File: config.mk
export PLATFORM = sky130hd
export DESIGN_NAME = rtc_timekeeper
export DESIGN_NICKNAME = d
export VERILOG_FILES = /design/src/rtl/rtc_pkg.sv /design/src/rtl/bcd_mod_counter.sv /design/src/rtl/rtc_timekeeper.sv
export SDC_FILE = /design/constraint.sdc
export NUM_CORES = 1
export LEC_CHECK = 0
export BUFFER_PORTS_ARGS = -buffer_cell sky130_fd_sc_hd__buf_2
export CAP_MARGIN = 20
export CORE_ASPECT_RATIO = 0.8
export CORE_UTILIZATION = 50
export DETAILED_ROUTE_END_ITERATION = 16
export GPL_ROUTABILITY_DRIVEN = 1
export GPL_TIMING_DRIVEN = 0
export PLACE_DENSITY = 0.81
export SLEW_MARGIN = 10
export SYNTH_ARGS = -nofsm -noshare
export SYNTH_HDL_FRONTEND = slang
export SYNTH_HIERARCHICAL = 1
export SYNTH_SLANG_ARGS = --single-unit
File: constraint.sdc
create_clock -name clk -period 6.42 [get_ports clk]
set_input_delay 1.284 -clock clk [delete_from_list [all_inputs] [get_ports clk]]
set_output_delay 1.284 -clock clk [all_outputs]
set_load 0.01 [all_outputs]
File: src/rtl/rtc_pkg.sv
// Shared types and limits for the real-time clock timekeeper.
// Field width, BCD limits, load FSM states and time bundle.
package rtc_pkg;

    localparam int FIELD_W = 8;

    localparam logic [FIELD_W-1:0] SS_MAX = 8'h59;
    localparam logic [FIELD_W-1:0] MM_MAX = 8'h59;
    localparam logic [FIELD_W-1:0] HH_MAX = 8'h23;

    typedef enum logic {
        ST_IDLE  = 1'b0,
        ST_CHECK = 1'b1
    } load_state_t;

    typedef struct packed {
        logic [FIELD_W-1:0] hh;
        logic [FIELD_W-1:0] mm;
        logic [FIELD_W-1:0] ss;
    } rtc_time_t;

    // Both nibbles must be decimal digits before the packed compare means anything.
    function automatic logic bcd_in_range(
        input logic [FIELD_W-1:0] v,
        input logic [FIELD_W-1:0] max
    );
        return (v[7:4] <= 4'd9) && (v[3:0] <= 4'd9) && (v <= max);
    endfunction

endpackage

File: src/rtl/bcd_mod_counter.sv
// Two-digit packed BCD modulo counter with synchronous load.
// carry flags an increment that wraps MAX back to zero.
module bcd_mod_counter
    import rtc_pkg::*;
#(
    parameter logic [FIELD_W-1:0] MAX = SS_MAX
) (
    input  logic               clk,
    input  logic               rst_n,
    input  logic               inc,
    input  logic               load,
    input  logic [FIELD_W-1:0] load_val,
    output logic [FIELD_W-1:0] q,
    output logic [FIELD_W-1:0] nxt,
    output logic               carry
);

    logic               wrap;
    logic [FIELD_W-1:0] bumped;

    always_comb begin
        wrap   = (q == MAX);
        bumped = q;
        if (q[3:0] == 4'd9) begin
            bumped = {q[7:4] + 4'd1, 4'd0};
        end else begin
            bumped = {q[7:4], q[3:0] + 4'd1};
        end
    end

    // Load outranks increment; a loaded value never produces a carry.
    always_comb begin
        nxt   = q;
        carry = 1'b0;
        if (load) begin
            nxt = load_val;
        end else if (inc) begin
            nxt   = wrap ? '0 : bumped;
            carry = wrap;
        end
    end

    always_ff @(posedge clk) begin
        if (!rst_n) begin
            q <= '0;
        end else begin
            q <= nxt;
        end
    end

endmodule

File: src/rtl/rtc_timekeeper.sv
// 24-hour BCD timekeeper with validated time load and minute alarm.
// Load commit takes priority over the 1 Hz tick in the same cycle.
module rtc_timekeeper
    import rtc_pkg::*;
#(
    parameter int ALARM_ENABLE = 1
) (
    input  logic       clk,
    input  logic       rst_n,
    input  logic       tick,
    input  logic       set_valid,
    output logic       set_ready,
    input  logic [7:0] set_hh,
    input  logic [7:0] set_mm,
    input  logic [7:0] set_ss,
    output logic       set_done,
    output logic       set_err,
    output logic [7:0] hh,
    output logic [7:0] mm,
    output logic [7:0] ss,
    output logic       min_pulse,
    output logic       hour_pulse,
    output logic       day_pulse,
    input  logic       alarm_en,
    input  logic [7:0] alarm_hh,
    input  logic [7:0] alarm_mm,
    output logic       alarm
);

    load_state_t state;
    load_state_t state_nxt;
    rtc_time_t   stage;
    logic        stage_ok;
    logic        commit;
    logic        adv;

    logic [FIELD_W-1:0] ss_nxt;
    logic [FIELD_W-1:0] mm_nxt;
    logic [FIELD_W-1:0] hh_nxt;
    logic               ss_carry;
    logic               mm_carry;
    logic               hh_carry;

    logic min_q;
    logic hour_q;
    logic day_q;

    assign stage_ok = bcd_in_range(stage.hh, HH_MAX)
                   && bcd_in_range(stage.mm, MM_MAX)
                   && bcd_in_range(stage.ss, SS_MAX);

    // Result pulses are gated by rst_n so a reset in CHECK aborts silently.
    always_comb begin
        state_nxt = state;
        set_ready = 1'b0;
        set_done  = 1'b0;
        set_err   = 1'b0;
        commit    = 1'b0;
        unique case (state)
            ST_IDLE: begin
                set_ready = rst_n;
                if (set_valid && rst_n) begin
                    state_nxt = ST_CHECK;
                end
            end
            ST_CHECK: begin
                state_nxt = ST_IDLE;
                commit    = rst_n && stage_ok;
                set_done  = commit;
                set_err   = rst_n && !stage_ok;
            end
            default: state_nxt = ST_IDLE;
        endcase
    end

    always_ff @(posedge clk) begin
        if (!rst_n) begin
            state <= ST_IDLE;
            stage <= '0;
        end else begin
            state <= state_nxt;
            if (set_valid && set_ready) begin
                stage <= '{hh: set_hh, mm: set_mm, ss: set_ss};
            end
        end
    end

    assign adv = tick && !commit;

    bcd_mod_counter #(.MAX(SS_MAX)) u_ss (
        .clk      (clk),
        .rst_n    (rst_n),
        .inc      (adv),
        .load     (commit),
        .load_val (stage.ss),
        .q        (ss),
        .nxt      (ss_nxt),
        .carry    (ss_carry)
    );

    bcd_mod_counter #(.MAX(MM_MAX)) u_mm (
        .clk      (clk),
        .rst_n    (rst_n),
        .inc      (ss_carry),
        .load     (commit),
        .load_val (stage.mm),
        .q        (mm),
        .nxt      (mm_nxt),
        .carry    (mm_carry)
    );

    bcd_mod_counter #(.MAX(HH_MAX)) u_hh (
        .clk      (clk),
        .rst_n    (rst_n),
        .inc      (mm_carry),
        .load     (commit),
        .load_val (stage.hh),
        .q        (hh),
        .nxt      (hh_nxt),
        .carry    (hh_carry)
    );

    // Strobes line up with the cycle the new time becomes visible.
    always_ff @(posedge clk) begin
        if (!rst_n) begin
            min_q  <= 1'b0;
            hour_q <= 1'b0;
            day_q  <= 1'b0;
        end else begin
            min_q  <= ss_carry;
            hour_q <= mm_carry;
            day_q  <= hh_carry;
        end
    end

    assign min_pulse  = min_q;
    assign hour_pulse = hour_q;
    assign day_pulse  = day_q;

    generate
        if (ALARM_ENABLE != 0) begin : g_alarm
            logic alarm_q;
            always_ff @(posedge clk) begin
                if (!rst_n) begin
                    alarm_q <= 1'b0;
                end else begin
                    alarm_q <= alarm_en && adv
                            && ({hh_nxt, mm_nxt, ss_nxt}
                                == {alarm_hh, alarm_mm, 8'h00});
                end
            end
            assign alarm = alarm_q;
        end else begin : g_no_alarm
            assign alarm = 1'b0;
        end
    endgenerate

endmodule

==> results.md <==
- Result of the run: finished clean
- Most used cells in the layout excluding fill and tap cells: sky130_fd_sc_hd__buf_2 (79), sky130_fd_sc_hd__nand2_1 (61), sky130_fd_sc_hd__dfxtp_1 (53)
- Top cell type's share of synthesized area: 0.353
- Worst R2R Setup Slack: 1.09 ns
- Number of unique standard cell types used by synthesis: 49
- Endpoint kind of the worst setup timing path: flop
- Detailed-router iteration count before antenna repair: 5
- Required time at the worst-slack endpoint: 6.62 ns
- WL/cell: 14.7 um
- Worst endpoint data arrival time: 6.11 ns
- Aggregate global routing overflow: 0
- Largest net degree at the start of global routing: 18
- Endpoints failing setup: 0
- Clock latency on the worst-skew pair: 0.30 ns
- Number of antenna violations at the first check in global routing: 0
- Synth top area cells: sky130_fd_sc_hd__dfxtp_1 (35%), sky130_fd_sc_hd__nand2_1 (7.6%), sky130_fd_sc_hd__o21ai_0 (5.2%), sky130_fd_sc_hd__xor2_1 (4.4%), sky130_fd_sc_hd__ha_1 (4.2%)
- Mean post-synth cell area: 8.00 sq um
- Worst max-slew margin expressed relative to the limit: 0.361
- Full die area: 6320 sq um
- Unrepaired setup endpoints after global routing: false
- Netlist Area Pre-Place: 3000 sq um
- Aggregate routed wire length: 7900 um
- Starting density of the core: 0.535
- Sequential fraction of the synthesis area: 0.353
- Layout cell share with drive strength beyond 1: 0.222
- Synthesized Nets: 430
- Clk Tree Root Cell: sky130_fd_sc_hd__clkbuf_8
- Vias in the first global route: 2781
- Non-filler instance count after layout: 537
- Dpl hpwl: 6080 um
- First-pass GRT wire length: 12800 um
- Synthesis-stage register bit count: 53
- Capture point of the worst reg-to-reg path: alarm$_SDFF_PN0_
- Core ar.: 5620 sq um
- Fill cell instance count of the final layout: 509
- Time the final worst path needs with I/O delays and setup: 5.91 ns
- Die X-Extent: 88.6 um
- Number of antenna-violating nets in the routed design: 0
- Worst hold path depth: 2
- Achievable Freq: 169 MHz
- Launch point of the worst hold path: stage[8]$_SDFFE_PN0P_
- Last weighted congestion value of the routability-driven placer: 0.884
- Class of the most critical setup path: in -> reg
- Setup fix buffers added after clock tree synthesis: 0
- Area grow syn2layout: 19.9%
- Clock sinks: 53
- Port bufs: 75
- Post-synth top area cell: sky130_fd_sc_hd__dfxtp_1
- Final net count: 513
- Die Height: 71.3 um
- Kind of launch point of the worst setup path: primary input
- Worst VDD drop: 131 uV
- Final-report hold violation count: 0
- Number of placement rows: 24
- Source of the worst register-to-register timing path: stage[19]$_SDFFE_PN0P_
- Number of antenna cells inserted: 0
- Leakage: 1.59 nW
- Synth warn: 6
- Most used flip-flop cell after synthesis: sky130_fd_sc_hd__dfxtp_1
- Number of buffers on the longest clock path: 2
- DRC viols: 0
- Hold path endpoint: stage[8]$_SDFFE_PN0P_
- CTS Buf Count: 5
- Maximum capacitance violations: 0
- Gate count after technology mapping: 375
- Post-CTS clock slew at the launch and capture registers of the worst setup and hold paths: 0.10 ns
- Power, Total: 0.713 mW
- DR iter-0 viols: 220
- Worst Tran Pin Value: 0.951 ns
- Count of cells along the worst register-to-register path: 19
- Final cycle utilization of the critical path: 0.921
- Routed vias/inst: 5.60
- Most common library cell in the layout ignoring fill and taps: sky130_fd_sc_hd__buf_2
- Async S/R FF share, synth: 0
- PD cells: 198 nW/um^2
- Layout Skew: 0.00398 ns
- Worst min path class: reg -> reg
- Vias after detailed routing: 3008
- Placed cells: 529
- Count of pins on the block boundary: 76
- Number of flops mapped to enable cells by yosys: 0
- Pins Over Slew Limit: 0
- Crit-path max FO: 16
- CTS H-tree depth: 2
- Clock tree from TritonCTS: yes
- Overall global routing resource usage: 0.263
- CTS Hold Bufs: 0
[per-stage QoR]
step           hold slack [ns]  worst slack, ns  TNS, ns   util  area (sq um)
2_1_floorplan            0.436             1.17        0      -          3000
3_3_place_gp             0.449           -0.299   -0.299  0.619          3470
3_5_place_dp             0.451           0.0517        0  0.620          3480
4_1_cts                  0.467            0.334        0  0.640          3590
5_1_grt                  0.487            0.220        0  0.641          3600
6_report                 0.463            0.507        0  0.641          3600
[critical path: stages]
cell and delay, ns:
sky130_fd_sc_hd__buf_2 0.17, sky130_fd_sc_hd__nand2_1 0.15, sky130_fd_sc_hd__nor4_4 0.12, sky130_fd_sc_hd__nor2b_1 0.53
sky130_fd_sc_hd__and4b_2 0.37, sky130_fd_sc_hd__nand2_1 0.07, sky130_fd_sc_hd__nor3_1 0.35, sky130_fd_sc_hd__buf_2 0.31
sky130_fd_sc_hd__and4b_2 0.33, sky130_fd_sc_hd__nand2_1 0.08, sky130_fd_sc_hd__nor3_2 0.36, sky130_fd_sc_hd__nand4b_1 0.38
sky130_fd_sc_hd__o31a_1 0.34, sky130_fd_sc_hd__a2bb2oi_1 0.16, sky130_fd_sc_hd__nor2b_1 0.20, sky130_fd_sc_hd__xor2_1 0.08
sky130_fd_sc_hd__nor4_1 0.39, sky130_fd_sc_hd__nand3_1 0.12, sky130_fd_sc_hd__nor4_1 0.29
[Yosys cell counts, types with 3 or more instances]
library cell                n
sky130_fd_sc_hd__inv_1     15
sky130_fd_sc_hd__dfxtp_1   53
sky130_fd_sc_hd__nand2_1   61
sky130_fd_sc_hd__and2_1    10
sky130_fd_sc_hd__o21ai_1    4
sky130_fd_sc_hd__and4b_1    3
sky130_fd_sc_hd__nor3_1    11
sky130_fd_sc_hd__a31oi_1    7
sky130_fd_sc_hd__nand4b_1   4
sky130_fd_sc_hd__nand2b_1   5
sky130_fd_sc_hd__nor3b_1    3
sky130_fd_sc_hd__nand3b_1   4
sky130_fd_sc_hd__nand3_1   19
sky130_fd_sc_hd__nor2b_1    7
sky130_fd_sc_hd__a211oi_1  10
sky130_fd_sc_hd__nor4_1    10
sky130_fd_sc_hd__o21ai_0   31
sky130_fd_sc_hd__a21oi_1   20
sky130_fd_sc_hd__nor2_1    19
sky130_fd_sc_hd__and2b_1    4
sky130_fd_sc_hd__ha_1      10
sky130_fd_sc_hd__buf_2      3
sky130_fd_sc_hd__clkbuf_1   9
sky130_fd_sc_hd__xor2_1    15
[state kept, by name (all words and copies together) (netlist names)]
signal and count:
day_pulse 1, min_pulse 1, u_hh/q 8, hour_pulse 1, state 1, stage 24
u_ss/q 8, u_mm/q 8, alarm 1
[worst max path at each step]
| stage | end | startpoint | cells past startpoint |
|---|---|---|---|
| finish | alarm$_SDFF_PN0_ | rst_n | 19 |
| global route | alarm$_SDFF_PN0_ | rst_n | 19 |
| CTS | alarm$_SDFF_PN0_ | rst_n | 19 |
| detailed placement | alarm$_SDFF_PN0_ | rst_n | 19 |
| global placement | alarm$_SDFF_PN0_ | rst_n | 18 |
| floorplan | alarm$_SDFF_PN0_ | rst_n | 17 |
[report_power, final]
| part | internal (mW) | total [mW] | switching (mW) |
|---|---|---|---|
| Clock | 0.117 | 0.230 | 0.113 |
| Combinational | 0.0506 | 0.117 | 0.0666 |
| Sequential | 0.347 | 0.366 | 0.0193 |
[per-layer routing]
| layer | up-vias | share of wire | global-route usage |
|---|---|---|---|
| li1 | 1495 | - | - |
| met1 | 1376 | 0.46 | 0.379 |
| met2 | 123 | 0.45 | 0.402 |
| met3 | 14 | 0.072 | 0.0461 |
| met4 | 0 | 0.015 | 0.0789 |
| met5 | - | 0 | 0 |
[kinds of logic after synthesis]
family	synth area share
adders and majority gates	0.0417
AOI/OAI and AO/OA	0.185
and+or+nand+nor	0.330
DFF	0.353
buffers and inverters	0.0400
xor gates and xnor gates	0.0496
[repair_timing]
item	in CTS	in global routing
setup endpoints to repair	0	1
endpoints found under the hold margin	0	0
gates resized for setup	0	1
[final cells by class]
| cell class | count | area [sq um] | share of cell area |
|---|---|---|---|
| Inverter | 15 | 56.3 | 0.0156 |
| Clock inverter | 3 | 46.3 | 0.0129 |
| Multi-Input combinational cell | 293 | 1830 | 0.507 |
| Buffer | 14 | 63.8 | 0.0177 |
| Sequential cell | 53 | 1060 | 0.295 |
| Clock buffer | 5 | 68.8 | 0.0191 |
| Timing Repair Buffer | 76 | 380 | 0.106 |
| Tap cell | 78 | 97.6 | 0.0271 |
Note: power is estimated with default switching activity, not from simulation.
